<file path="src/rtl/fetch_pkg.sv">
// Shared types and helpers for the instruction-fetch slice.
package fetch_pkg;

  localparam int INSTR_BYTES           = 4;
  localparam int DEFAULT_ADDRESS_WIDTH = 12;

  // One captured fetch: the ROM word together with the PC it was read from.
  typedef struct packed {
    logic [31:0]                      instr;
    logic [DEFAULT_ADDRESS_WIDTH-1:0] pc;
  } fetch_entry_t;

  // Force a byte address onto a word boundary.
  function automatic logic [31:0] align(input logic [31:0] addr);
    return {addr[31:2], 2'b00};
  endfunction

endpackage

</file>
<file path="src/rtl/fetch_ctrl_if.sv">
// Fetch-to-decode handshake: queue head plus decode's ready.
interface fetch_ctrl_if #(
  parameter int ADDRESS_WIDTH = fetch_pkg::DEFAULT_ADDRESS_WIDTH
);
  logic                     out_valid;
  logic [31:0]              out_instr;
  logic [ADDRESS_WIDTH-1:0] out_pc;
  logic                     out_ready;

  modport master (output out_valid, out_instr, out_pc, input out_ready);
  modport slave  (input out_valid, out_instr, out_pc, output out_ready);
endinterface

</file>
<file path="src/rtl/fetch_fifo.sv">
// Small synchronous FIFO with flush. Pointers carry one extra wrap bit so
// full and empty are distinguishable; the head is read through the
// registered read pointer so it holds steady until popped.
module fetch_fifo #(
  parameter int WIDTH = 44,
  parameter int DEPTH = 2
) (
  input  logic                   clk,
  input  logic                   rst_n,
  input  logic                   push,
  input  logic                   pop,
  input  logic                   flush,
  input  logic [WIDTH-1:0]       din,
  output logic [WIDTH-1:0]       head,
  output logic [$clog2(DEPTH):0] count,
  output logic                   full
);
  localparam int IW = $clog2(DEPTH);
  localparam int PW = IW + 1;

  logic [PW-1:0]    wr_ptr_q, wr_ptr_d;
  logic [PW-1:0]    rd_ptr_q, rd_ptr_d;
  logic [WIDTH-1:0] mem_q [DEPTH];

  // Pointer next-state: flush empties the queue and wins over push/pop.
  always_comb begin
    wr_ptr_d = wr_ptr_q;
    rd_ptr_d = rd_ptr_q;
    if (flush) begin
      wr_ptr_d = '0;
      rd_ptr_d = '0;
    end else begin
      if (push) wr_ptr_d = wr_ptr_q + PW'(1);
      if (pop)  rd_ptr_d = rd_ptr_q + PW'(1);
    end
  end

  // Pointer registers.
  always_ff @(posedge clk or negedge rst_n) begin
    if (!rst_n) begin
      wr_ptr_q <= '0;
      rd_ptr_q <= '0;
    end else begin
      wr_ptr_q <= wr_ptr_d;
      rd_ptr_q <= rd_ptr_d;
    end
  end

  // Entry storage; cleared on reset so the idle head reads as zero.
  always_ff @(posedge clk or negedge rst_n) begin
    if (!rst_n) begin
      for (int i = 0; i < DEPTH; i++) mem_q[i] <= '0;
    end else if (push && !flush) begin
      mem_q[wr_ptr_q[IW-1:0]] <= din;
    end
  end

  assign count = wr_ptr_q - rd_ptr_q;
  assign full  = (count == PW'(DEPTH));
  assign head  = mem_q[rd_ptr_q[IW-1:0]];

endmodule

</file>
<file path="src/rtl/fetch_ctrl.sv">
// Instruction-fetch sequencer: owns the fetch PC, reads the combinational
// ROM, queues {instr, pc} pairs and hands them to decode; redirects flush
// the queue and restart fetch at the word-aligned target.
module fetch_ctrl
  import fetch_pkg::*;
#(
  parameter int ADDRESS_WIDTH = DEFAULT_ADDRESS_WIDTH,
  parameter int RESET_PC      = 0,
  parameter int FIFO_DEPTH    = 2
) (
  input  logic                     clk,
  input  logic                     rst_n,
  output logic [ADDRESS_WIDTH-1:0] rom_addr,
  input  logic [31:0]              rom_instr,
  input  logic                     halt,
  input  logic                     redirect_valid,
  input  logic [ADDRESS_WIDTH-1:0] redirect_pc,
  fetch_ctrl_if.master             dec,
  output logic                     misalign_err
);
  localparam int CW = $clog2(FIFO_DEPTH) + 1;
  localparam int EW = 32 + ADDRESS_WIDTH;

  logic [ADDRESS_WIDTH-1:0] fetch_pc_q, fetch_pc_d;
  logic                     misalign_q, misalign_d;
  logic                     push, pop, fifo_full;
  logic [CW-1:0]            fifo_count;
  logic [EW-1:0]            fifo_head;

  // A full queue can still accept when its head leaves in the same cycle.
  assign pop  = dec.out_valid && dec.out_ready;
  assign push = !halt && !redirect_valid && (!fifo_full || pop);

  // PC / misalign next-state: redirect overrides sequential advance.
  always_comb begin
    fetch_pc_d = fetch_pc_q;
    misalign_d = 1'b0;
    if (redirect_valid) begin
      fetch_pc_d = ADDRESS_WIDTH'(align(32'(redirect_pc)));
      misalign_d = |redirect_pc[1:0];
    end else if (push) begin
      fetch_pc_d = fetch_pc_q + ADDRESS_WIDTH'(INSTR_BYTES);
    end
  end

  // PC and misalign-flag registers.
  always_ff @(posedge clk or negedge rst_n) begin
    if (!rst_n) begin
      fetch_pc_q <= ADDRESS_WIDTH'(RESET_PC);
      misalign_q <= 1'b0;
    end else begin
      fetch_pc_q <= fetch_pc_d;
      misalign_q <= misalign_d;
    end
  end

  fetch_fifo #(
    .WIDTH (EW),
    .DEPTH (FIFO_DEPTH)
  ) u_fifo (
    .clk   (clk),
    .rst_n (rst_n),
    .push  (push),
    .pop   (pop),
    .flush (redirect_valid),
    .din   ({rom_instr, fetch_pc_q}),
    .head  (fifo_head),
    .count (fifo_count),
    .full  (fifo_full)
  );

  assign rom_addr      = fetch_pc_q;
  assign misalign_err  = misalign_q;
  assign dec.out_valid = (fifo_count != '0);
  assign dec.out_instr = fifo_head[EW-1:ADDRESS_WIDTH];
  assign dec.out_pc    = fifo_head[ADDRESS_WIDTH-1:0];

endmodule

</file>
<file path="src/flat_wrapper.sv">
// flat-port wrapper written by rule: the top's interface ports become plain ports
module fetch_ctrl_flat import fetch_pkg::*;
#(
  parameter int ADDRESS_WIDTH = DEFAULT_ADDRESS_WIDTH,
  parameter int RESET_PC      = 0,
  parameter int FIFO_DEPTH    = 2
)
  (clk, rst_n, rom_addr, rom_instr, halt, redirect_valid, redirect_pc, misalign_err, dec_out_valid, dec_out_instr, dec_out_pc, dec_out_ready);
  fetch_ctrl_if #(.ADDRESS_WIDTH(ADDRESS_WIDTH)) dec_i ();
  input  logic clk;
  input  logic rst_n;
  output logic [ADDRESS_WIDTH-1:0] rom_addr;
  input  logic [31:0] rom_instr;
  input  logic halt;
  input  logic redirect_valid;
  input  logic [ADDRESS_WIDTH-1:0] redirect_pc;
  output logic misalign_err;
  output wire logic [$bits(dec_i.out_valid)-1:0] dec_out_valid;
  output wire logic [$bits(dec_i.out_instr)-1:0] dec_out_instr;
  output wire logic [$bits(dec_i.out_pc)-1:0] dec_out_pc;
  input wire logic [$bits(dec_i.out_ready)-1:0] dec_out_ready;
  assign dec_out_valid = dec_i.out_valid;
  assign dec_out_instr = dec_i.out_instr;
  assign dec_out_pc = dec_i.out_pc;
  assign dec_i.out_ready = dec_out_ready;
  fetch_ctrl #(.ADDRESS_WIDTH(ADDRESS_WIDTH), .RESET_PC(RESET_PC), .FIFO_DEPTH(FIFO_DEPTH)) u_core (.clk(clk), .rst_n(rst_n), .rom_addr(rom_addr), .rom_instr(rom_instr), .halt(halt), .redirect_valid(redirect_valid), .redirect_pc(redirect_pc), .dec(dec_i), .misalign_err(misalign_err));
endmodule
</file>
<file path="config.mk">
export PLATFORM = sky130hd
export DESIGN_NAME = fetch_ctrl_flat
export DESIGN_NICKNAME = d
export VERILOG_FILES = /design/src/rtl/fetch_pkg.sv /design/src/rtl/fetch_ctrl_if.sv /design/src/rtl/fetch_fifo.sv /design/src/rtl/fetch_ctrl.sv /design/src/flat_wrapper.sv
export SDC_FILE = /design/constraint.sdc
export NUM_CORES = 1
export LEC_CHECK = 0
export CAP_MARGIN = 20
export CORE_MARGIN = 8
export CORE_UTILIZATION = 38
export CTS_CLUSTER_DIAMETER = 30
export DETAILED_ROUTE_END_ITERATION = 6
export DONT_BUFFER_PORTS = 1
export HOLD_SLACK_MARGIN = 0.12
export MAX_ROUTING_LAYER = met4
export SETUP_SLACK_MARGIN = 0.15
export SYNTH_ARGS = -nofsm -noshare
export SYNTH_HDL_FRONTEND = slang
export SYNTH_SLANG_ARGS = --single-unit
</file>
<file path="constraint.sdc">
create_clock -name clk -period 3.2 [get_ports clk]
set_input_delay 0.64 -clock clk [delete_from_list [all_inputs] [get_ports clk]]
set_output_delay 0.64 -clock clk [all_outputs]
set_load 0.02 [all_outputs]
</file>
==> results.md, run 1 <==
- Total Nets Final: 366
- Crit path capture type: output pin
- Diodes inserted: 0
- Most frequent cells after synthesis: dfrtp_1, mux2_2, mux2_4
- Worst Tran Pin Value: 0.689 ns
- Top_reg_cell synth: dfrtp_1
- Critical Path RT: 2.56 ns
- FF-to-FF Start: u_core.u_fifo.rd_ptr_q[1]
- Post-synth EDFFs: 0
- R2R depth: 5
- FP Rows: 40
- Initial drt markers: 99
- Mean area per synthesized cell: 14.8 um2
- Max frequency: 401 MHz
- HPWL after detailed placement: 6130 um
- Worst Skew: 0.00433 ns
- Final Max Tran Viols: 0
- CTS resizes: 0
- Yosys warns: 0
- # port buffers: 0
- CTS root buf: clkbuf_16
- Vias: 2,530
- Pwr per Cell Area: 912 nW/um2
- Core ar.: 12,100 um2
- Clk slew on worst S/H paths: 0.06 ns
- Area occupied by multi-input gates: 2050 um2
- Syn Inst Count: 319
- Crit Path Category: reg2out
- Height of the die: 128 um
- Clk Latency, worst-skew pair: 0.34 ns
- Synthesis-to-finish area growth: 7.66%
- Tmin final: 2.49 ns
- DR pass1 iterations: 4
- DR WL met3: 880 um
- Hold Vio Cnt, Final: 0
- Post-synthesis sequential area ratio: 0.523
- Share of layout cells above drive strength 1: 0.461
- Final WS setup: 0.707 ns
- FILL cells: 1,151
- Reg2Reg Capture Point: u_core.u_fifo.mem_q[36]
- Initial Util: 0.391
- VDD IR-drop max: 0.000452 V
- Vias per cell: 5.17
- Die area: 16,300 um2
- Gr ovfl total: 0
- Reg2Reg Setup Slack: 0.92 ns
- Total GRT Usage: 0.126
- Top Metal Used: met4
- Max_slew headroom: 0.541
- Placer Congestion: 0.765
- Largest net degree at the start of global routing: 100
- Number of remaining DRC errors: 0
- Post-synth ARST share: 1.00
- CTS max path bufs: 2
- Storage element area: 2480 um2
- Count leader, synth: dfrtp_1
- H-tree lvl count: 3
- FF+latch count, synth: 99
- Routed met2 length: 4140 um
- CP arrival: 1.85 ns
- Post-synth top area cell: dfrtp_1
- Worst slack, placed: 0.877 ns
- Top cells by area, synth: dfrtp_1, mux2_2, mux2_4
- Routed Antenna Nets: 0
- Sum of negative setup slack: 0 ns
- WL per Instance: 19.6 um
- Post-synth top area share: 0.523
- Setup Viol. Count Final: 0
- CTS Buf Count: 9
- Status: complete, no violations
- Metal1 wirelength: 4470 um
- Yosys cell types: 31
- Mapped cell area: 4740 um2
- Count of max-cap constraint violations: 0
- Fin crit share: 0.779
- TritonCTS clock tree: yes
- Initial antenna violation count: 0
- Global-route wire length before repair: 15,400 um
- Leak: 2.14 nW
- Vias in the first global route: 2,700
- Worst Setup Start Kind: flip-flop
- DRT Wirelength: 9580 um
- CP Max Fanout: 42
- RSZ-0062 raised after global routing: no
- Die X: 128 um
- Clk sinks: 99
- Worst min path class: in2async
- Ports: 107
report_power, final:
part           total, mW  switching, mW  internal (mW)
logic               1.63          0.850          0.785
registers           1.95          0.266           1.68
clock network       1.07          0.438          0.628
total               4.65           1.55           3.10
area by class of cell:
type,count,area share
Clock buffer,14,0.0498
Clock inverter,2,0.00687
Inverter,5,0.00368
Multi-Input combinational cell,197,0.402
Sequential cell,99,0.486
Tap cell,168,0.0412
Timing Repair Buffer,4,0.00982
metal layers:
metal  global-route usage  up-vias
met1                0.162     1303
met4               0.0329        0
li1                     -     1135
met2                0.173       84
met3               0.0628        8
met5                    -        -
worst max-delay path, cell delays in order (launching register included):
cell	delay (ns)
dfrtp_2	0.44
buf_4	0.56
mux2_2	0.49
how the worst max path moves through the flow:
stage / from / endpoint / slack, ns / cells past startpoint
final: u_core.u_fifo.rd_ptr_q[0] / dec_out_instr[14] / 0.71 / 2
after CTS: u_core.u_fifo.rd_ptr_q[0] / dec_out_instr[24] / 0.66 / 2
after global placement: dec_out_ready / u_core.u_fifo.mem_q[35] / 0.92 / 5
after detailed placement: dec_out_ready / u_core.u_fifo.mem_q[36] / 0.88 / 5
after floorplan: dec_out_ready / u_core.u_fifo.mem_q[10] / 1.27 / 6
after global routing: u_core.u_fifo.rd_ptr_q[0] / dec_out_pc[6] / 0.61 / 2
metrics by stage:
| stage | total power, mW | cells | hold WS [ns] | utilization | cell area [um2] |
|---|---|---|---|---|---|
| 2_1_floorplan | 3.36 | 322 | 0.344 | - | 4750 |
| 3_3_place_gp | 3.55 | 472 | 0.348 | 0.395 | 4780 |
| 3_5_place_dp | 3.60 | 472 | 0.348 | 0.395 | 4780 |
| 4_1_cts | 4.74 | 489 | 0.246 | 0.421 | 5100 |
| 5_1_grt | 4.93 | 489 | 0.250 | 0.421 | 5100 |
| 6_report | 4.65 | 489 | 0.232 | 0.421 | 5100 |
registers in the layout (all words and copies together) (netlist names):
name                    count
u_core.u_fifo.mem_q        84
u_core.rom_addr            10
u_core.u_fifo.rd_ptr_q      2
u_core.u_fifo.wr_ptr_q      2
u_core.misalign_err         1
logic make-up (layout without fill, tap and decap cells):
logic type | count (synthesis) | after routing | synth area share
XOR/XNOR | 12 | 12 | 0.0238
other | 1 | 4 | 0.000792
flip-flops | 99 | 99 | 0.523
buffers and inverters | 26 | 25 | 0.0462
AO/OA/AOI/OAI | 21 | 21 | 0.0351
AND/OR/NAND/NOR | 32 | 32 | 0.0349
multiplexers | 127 | 127 | 0.333
adder cells (fa/ha/maj) | 1 | 1 | 0.00264
cell usage in the layout, fill, tap and decap left out, types with 2 or more instances in the layout:
cell type	netlist	routed
xor2_1	4	4
o21ai_0	5	5
mux2_4	40	40
clkbuf_1	7	4
xnor2_1	7	7
buf_4	5	3
nand2_1	10	10
clkbuf_16	0	9
o311ai_0	2	2
a31oi_1	3	3
mux2_2	86	86
o31ai_1	3	3
nand3_1	4	4
a311oi_1	2	2
nor2_1	9	9
o211ai_1	3	3
or4_1	5	5
conb_1	1	4
inv_1	5	5
dfrtp_1	99	98
what timing repair did:
| action | CTS | global route |
|---|---|---|
| buffers inserted | 0 | 0 |
| hold endpoints to repair | 99 | 0 |
| hold buffers | 1 | 0 |
No activity file was read; power rests on OpenSTA's default activity.
==> run 2, diff against run 1 <==
==> constraint.sdc (replaced) <==
create_clock -name clk -period 2.1 [get_ports clk]
set_input_delay 0.42 -clock clk [delete_from_list [all_inputs] [get_ports clk]]
set_output_delay 0.42 -clock clk [all_outputs]
set_load 0.02 [all_outputs]
==> run 2 against run 1 <==
Effect of this change:
- the run now ends with hold timing left
- utilization up 1.8 points
- via count up 2.3%
- cell area up 4.3%
- final cell count up 3.1%
- count of clock-buffer cells in the layout up 1
- critical path depth unchanged
- global-route usage up 0.47 points
- largest power group unchanged
==> results.md, run 2 (synthesis results as in run 1) <==
- Final Max Tran Viols: 0 (unchanged)
- Max_slew headroom: 0.554 (+0.0135)
- Placed instance area: 4910 um2 (+2.8%)
- TritonCTS clock tree: yes
- Total net switching power: 2.39 mW (+54%)
- Met2 usage: 0.197 (+0.0235)
- Initial antenna violation count: 0 (unchanged)
- Worst Setup Start Kind: flip-flop
- VDD IR-drop max: 0.000649 V (+44%)
- Largest net degree at the start of global routing: 100 (unchanged)
- Total power: 7.29 mW (+57%)
- Storage element area: 2480 um2 (about the same)
- WL per Instance: 19.7 um (+0.66%)
- Area occupied by multi-input gates: 2090 um2 (+1.6%)
- # port buffers: 0 (unchanged)
- HPWL after detailed placement: 6670 um (+8.8%)
- Ports: 107 (unchanged)
- Utilization after layout: 0.439 (+0.0180)
- Die X: 128 um (unchanged)
- Max FFs per register: 84 (unchanged)
- Final hold slack: -0.227 ns (-0.459 ns)
- Initial Util: 0.391 (unchanged)
- DRT Wirelength: 9940 um (+3.7%)
- Commonest non-fill, non-tap cell in the layout: dfrtp_1
- FF-to-FF Start: u_core.u_fifo.rd_ptr_q[0]
- Setup Viol. Count Final: 0 (unchanged)
- Count of max-cap constraint violations: 0 (unchanged)
- Clk slew on worst S/H paths: 0.06 ns (about the same)
- Total Nets Final: 381 (+4.1%)
- Clk Latency, worst-skew pair: 0.34 ns (about the same)
- CP Max Fanout: 26 (-38%)
- Worst min path class: in2async
- CTS root buf: clkbuf_16
- Status: complete, but fails checks
- Sequential Power Share: 0.407 (-0.012)
- Vias: 2,588 (+2.3%)
- Core ar.: 12,100 um2 (unchanged)
- Pwr per Cell Area: 1370 nW/um2 (+50%)
- Max frequency: 521 MHz
- Commonest cells after routing, fill and taps aside: dfrtp_1, mux2_2, mux2_4, buf_4, nand2_1
- Crit path capture type: output pin
- Routed Antenna Nets: 0 (unchanged)
- Hold Vio Cnt, Final: 99 (+99)
- Leak: 2.24 nW (+4.7%)
- GR Layer Usage met1: 0.156 (-0.00594)
- Fin crit share: 0.915
- Number of remaining DRC errors: 0 (unchanged)
- CTS Buf Count: 9 (unchanged)
- H-tree lvl count: 3 (unchanged)
- Tmin final: 1.92 ns
- Total GRT Usage: 0.131 (+0.00465)
- Clock share of power: 0.234 (+0.005)
- Failing checks: hold timing
- Placer Congestion: 0.777 (+1.6%)
- Global-route wire length before repair: 16,200 um (+5.2%)
- Combinational Power Share: 0.359 (+0.008)
- Die area: 16,300 um2 (unchanged)
- Vias per cell: 5.13 (-0.75%)
- Worst setup startpoint: u_core.u_fifo.rd_ptr_q[0]
- DR pass1 iterations: 4 (unchanged)
- Int Power: 4.90 mW (+58%)
- Sum of negative setup slack: 0 ns (unchanged)
- Worst Tran Pin Value: 0.667 ns (-0.0214 ns)
- Clk sinks: 99 (unchanged)
- Height of the die: 128 um (unchanged)
- Sw Ratio: 0.328 (-0.00600)
- Critical Path RT: 1.68 ns (-0.88 ns)
- Gr ovfl total: 0 (unchanged)
- Crit Path Category: reg2out
- FILL cells: 1,129 (-1.9%)
- Initial drt markers: 85 (-14%)
- CP arrival: 1.50 ns (-0.35 ns)
- FP Rows: 40 (unchanged)
- CTS max path bufs: 2 (unchanged)
- Synthesis-to-finish area growth: 12.3%
- Post-route cell area: 5320 um2 (+4.3%)
- Worst Skew: 0.00560 ns (+0.00127 ns)
- RSZ-0062 raised after global routing: yes
- Layer carrying the most global-route usage: met2
- Reg with most FFs: u_core.u_fifo.mem_q
- Vias in the first global route: 2,852 (+5.6%)
- Diodes inserted: 0 (unchanged)
- Grt met3 use: 0.0620 (-0.000832)
- Share of layout cells above drive strength 1: 0.494 (+0.0330)
run 2: changes by cell type in the layout (fill, tap and decap cells not counted), moves of 2 or more:
cell,before,now
clkbuf_8,1,3
buf_4,3,11
dlygate4sd3_1,0,2
xnor2_1,7,5
buf_12,0,5
xnor2_2,0,2
run 2: layout make-up:
type,instances,area share
tap,168,0.0395
clock inverter,1,0.00565
clock buffer,15,0.0522
timing repair buffer,19,0.0402
sequential,99,0.466
multi-input combinational,197,0.392
inverter,5,0.00353
run 2: what timing repair did:
action                                  CTS  global route
hold buffers                              1             1
resized for setup                         5             5
pin swaps                                 0             2
endpoints found under the setup margin   52           117
buffers inserted                          0             3
endpoints found under the hold margin   102           100
run 2: worst paths after layout:
check / cells past startpoint / slack, ns / end
setup / recovery: 2 / 0.18 / dec_out_instr[23]
hold / removal: 0 / -0.23 / u_core.u_fifo.mem_q[76]
setup reg to reg: 5 / 0.26 / u_core.u_fifo.mem_q[36]
hold reg to reg: 1 / 0.50 / u_core.u_fifo.mem_q[74]
max in group asynchronous: 0 / 2.18 / u_core.u_fifo.rd_ptr_q[1]
min in group clk: 1 / 0.18 / u_core.rom_addr[6]
run 2: metrics by stage:
step	hold slack, ns	instances	setup slack (ns)
floorplan	0.124	322	0.232
global placement	0.128	483	0.180
detailed placement	0.128	483	0.150
CTS	-0.249	500	0.152
global route	-0.254	504	0.117
finish	-0.227	504	0.180
run 2: power groups by stage:
stage                     clock network [mW]  logic (mW)  registers, mW
after floorplan                            0        2.24           2.87
after global placement                     0        2.55           2.95
after detailed placement                   0        2.58           2.98
after CTS                               1.76        2.62           2.96
after global routing                    1.83        2.79           3.07
final                                   1.70        2.62           2.97
run 2: worst max-delay path: stages, from the launching register on:
cell	delay, ns
dfrtp_2	0.48
buf_12	0.23
mux2_2	0.43
run 2: per-layer routing:
layer | part of all wire | wire length [um] | vias up
met5 | 0 | 0 | -
met4 | 0.0098 | 97 | 0
met3 | 0.095 | 947 | 6
met2 | 0.45 | 4450 | 92
met1 | 0.45 | 4440 | 1331
li1 | - | - | 1159
==> run 3, diff against run 2 <==
==> constraint.sdc (replaced) <==
create_clock -name clk -period 1.85 [get_ports clk]
set_input_delay 0.37 -clock clk [delete_from_list [all_inputs] [get_ports clk]]
set_output_delay 0.37 -clock clk [all_outputs]
set_load 0.02 [all_outputs]
==> run 3 against run 2 <==
Effect of this change:
- the run ends with hold timing, setup timing left
- die area did not move
- total power rose by 25%
- sequential power rose by 14%
- final cell count rose by 5.6%
- first-iteration DRC count rose by 35%
- clock power rose by 5%
- critical path depth rose by 3
- largest power group is now combinational cells
==> results.md, run 3 (synthesis results as in run 1) <==
- Failing checks: hold timing, setup timing
- Clk Latency, worst-skew pair: 0.35 ns (about the same)
- Setup Viol. Count Final: 3 (+3)
- Reg with most FFs: u_core.u_fifo.mem_q
- Placer Congestion: 0.796 (+2.4%)
- Combinational Power Share: 0.433 (+0.074)
- Number of remaining DRC errors: 0 (unchanged)
- Area occupied by multi-input gates: 2370 um2 (+14%)
- Max frequency: 539 MHz
- Hold_buf cts: 1 (unchanged)
- Initial drt markers: 115 (+35%)
- Storage element area: 2480 um2 (unchanged)
- Placed Instances: 492 (+1.9%)
- Commonest cells after routing, fill and taps aside: mux2_4, dfrtp_1, buf_4, mux2_2, clkbuf_16
- R2R depth: 5 (unchanged)
- CTS root buf: clkbuf_16
- RSZ-0062 raised after global routing: yes
- CTS max path bufs: 2 (unchanged)
- Largest net degree at the start of global routing: 100 (unchanged)
- FP Rows: 40 (unchanged)
- Worst min path class: in2async
- Core ar.: 12,100 um2 (unchanged)
- DR pass1 iterations: 4 (unchanged)
- Worst setup startpoint: u_core.u_fifo.rd_ptr_q[0]
- Vias: 2,727 (+5.4%)
- CP Max Fanout: 9 (-65%)
- Vias per cell: 5.13 (-0.17%)
- Global-route wire length before repair: 17,300 um (+6.6%)
- Die X: 128 um (unchanged)
- Initial antenna violation count: 0 (unchanged)
- Clock share of power: 0.195 (-0.039)
- Worst Setup Start Kind: flip-flop
- CP max-delay cell: or4_1
- Hold Vio Cnt, Final: 99 (unchanged)
- Sequential Power Share: 0.372 (-0.035)
- Final WS setup: -0.00416 ns (-0.184 ns)
- Reg2Reg Setup Slack: -0.004 ns (-0.26 ns)
- CP arrival: 2.12 ns (+0.62 ns)
- Sw Ratio: 0.329 (+0.00121)
- Status: complete, but fails checks
- Initial Util: 0.391 (unchanged)
- Clk slew on worst S/H paths: 0.07 ns (about the same)
- Worst slack, placed: 0.0203 ns (-0.129 ns)
- Slowest stage delay, CP: 0.55 ns (+0.07 ns)
- Crit Path Category: reg2reg
- Commonest non-fill, non-tap cell in the layout: mux2_4
- Total Nets Final: 409 (+7.3%)
- # port buffers: 0 (unchanged)
- H-tree lvl count: 3 (unchanged)
- WL per Instance: 21.9 um (+11%)
- Height of the die: 128 um (unchanged)
- Vias in the first global route: 2,988 (+4.8%)
- Post-Layout Cell Count: 532 (+5.6%)
- FILL cells: 1,037 (-8.1%)
- Pwr per Cell Area: 1520 nW/um2 (+11%)
- Ports: 107 (unchanged)
- Sum of negative setup slack: -0.00498 ns (-0.00498 ns)
- Routed Antenna Nets: 0 (unchanged)
- HPWL after detailed placement: 6810 um (+2.1%)
- FF-to-FF Start: u_core.u_fifo.rd_ptr_q[0]
- Clk sinks: 99 (unchanged)
- Total GRT Usage: 0.144 (+0.0127)
- VDD IR-drop max: 0.000644 V (-0.80%)
- DRT Wirelength: 11,700 um (+17%)
- Critical Path RT: 2.11 ns (+0.43 ns)
- Count of max-cap constraint violations: 0 (unchanged)
- Total net switching power: 2.99 mW (+25%)
- Fin crit share: 1.00
- Final Max Tran Viols: 0 (unchanged)
- Share of layout cells above drive strength 1: 0.544 (+0.0499)
- Max FFs per register: 84 (unchanged)
- Diodes inserted: 0 (unchanged)
- CTS Buf Count: 9 (unchanged)
- Synthesis-to-finish area growth: 26.4%
- TritonCTS clock tree: yes
- Crit path capture type: flip-flop
- Tmin final: 1.85 ns
- Leak: 2.70 nW (+20%)
- Die area: 16,300 um2 (unchanged)
- Crit-path cells: buf_6 -> xor2_2 -> o311ai_4 -> or4_1 -> a31oi_1
- Worst Skew: 0.00686 ns (+0.00126 ns)
- Final hold slack: -0.281 ns (-0.0542 ns)
- Int Power: 6.10 mW (+25%)
- Gr ovfl total: 0 (unchanged)
run 3: changes by cell type in the layout (fill, tap and decap cells not counted), moves of 2 or more:
cell / change
mux2_2: -65
mux2_4: +65
buf_4: +12
buf_16: +5
buf_6: +5
buf_12: +4
clkbuf_16: +2
clkinv_2: +2
o311ai_0: -2
xor2_2: +2
run 3: through the flow:
step | power, mW | cell area [um2] | util
after floorplan | 5.82 | 4760 | -
after global placement | 6.29 | 4980 | 0.411
after detailed placement | 6.38 | 4980 | 0.411
after CTS | 8.82 | 5730 | 0.473
after global routing | 9.54 | 5980 | 0.494
final | 9.10 | 5980 | 0.494
run 3: per-layer routing:
metal / share of wire / global-route usage / vias up
li1: - / - / 1217
met1: 0.44 / 0.172 / 1417
met2: 0.46 / 0.214 / 79
met3: 0.081 / 0.0499 / 14
met4: 0.017 / 0.0671 / 0
met5: 0 / - / -
run 3: final timing paths:
path | to
max | u_core.rom_addr[11]
min | u_core.u_fifo.mem_q[69]
max reg2reg | u_core.rom_addr[11]
min reg2reg | u_core.u_fifo.mem_q[78]
max in group asynchronous | u_core.u_fifo.mem_q[12]
min in group clk | u_core.rom_addr[3]
run 3: layout make-up:
cell class / instances / area share
inverter: 5 / 0.00314
clock inverter: 2 / 0.00167
multi-input combinational: 197 / 0.396
timing repair buffer: 47 / 0.106
tap: 168 / 0.0351
sequential: 99 / 0.414
clock buffer: 14 / 0.0441
run 3: what timing repair did:
| action | 4_1_cts | 5_1_grt |
|---|---|---|
| gates cloned | 5 | 3 |
| hold endpoints to repair | 106 | 99 |
| pin swaps | 4 | 2 |
| setup buffers | 11 | 4 |
| setup endpoints to repair | 124 | 134 |
| resized for setup | 58 | 39 |
run 3: critical path, delay by kind of cell, from the launching register on:
family	cells	cell delay [ns]
buffers and inverters	1	0.16
AO/OA/AOI/OAI	2	0.36
flip-flops	1	0.45
AND/OR/NAND/NOR	1	0.55
XOR/XNOR	1	0.25
run 3: power by group through the flow:
stage	logic, mW	clock network [mW]	registers (mW)
2_1_floorplan	2.56	0	3.26
3_3_place_gp	2.97	0	3.33
3_5_place_dp	3.01	0	3.37
4_1_cts	3.64	1.83	3.36
5_1_grt	4.16	1.91	3.47
6_report	3.94	1.78	3.38
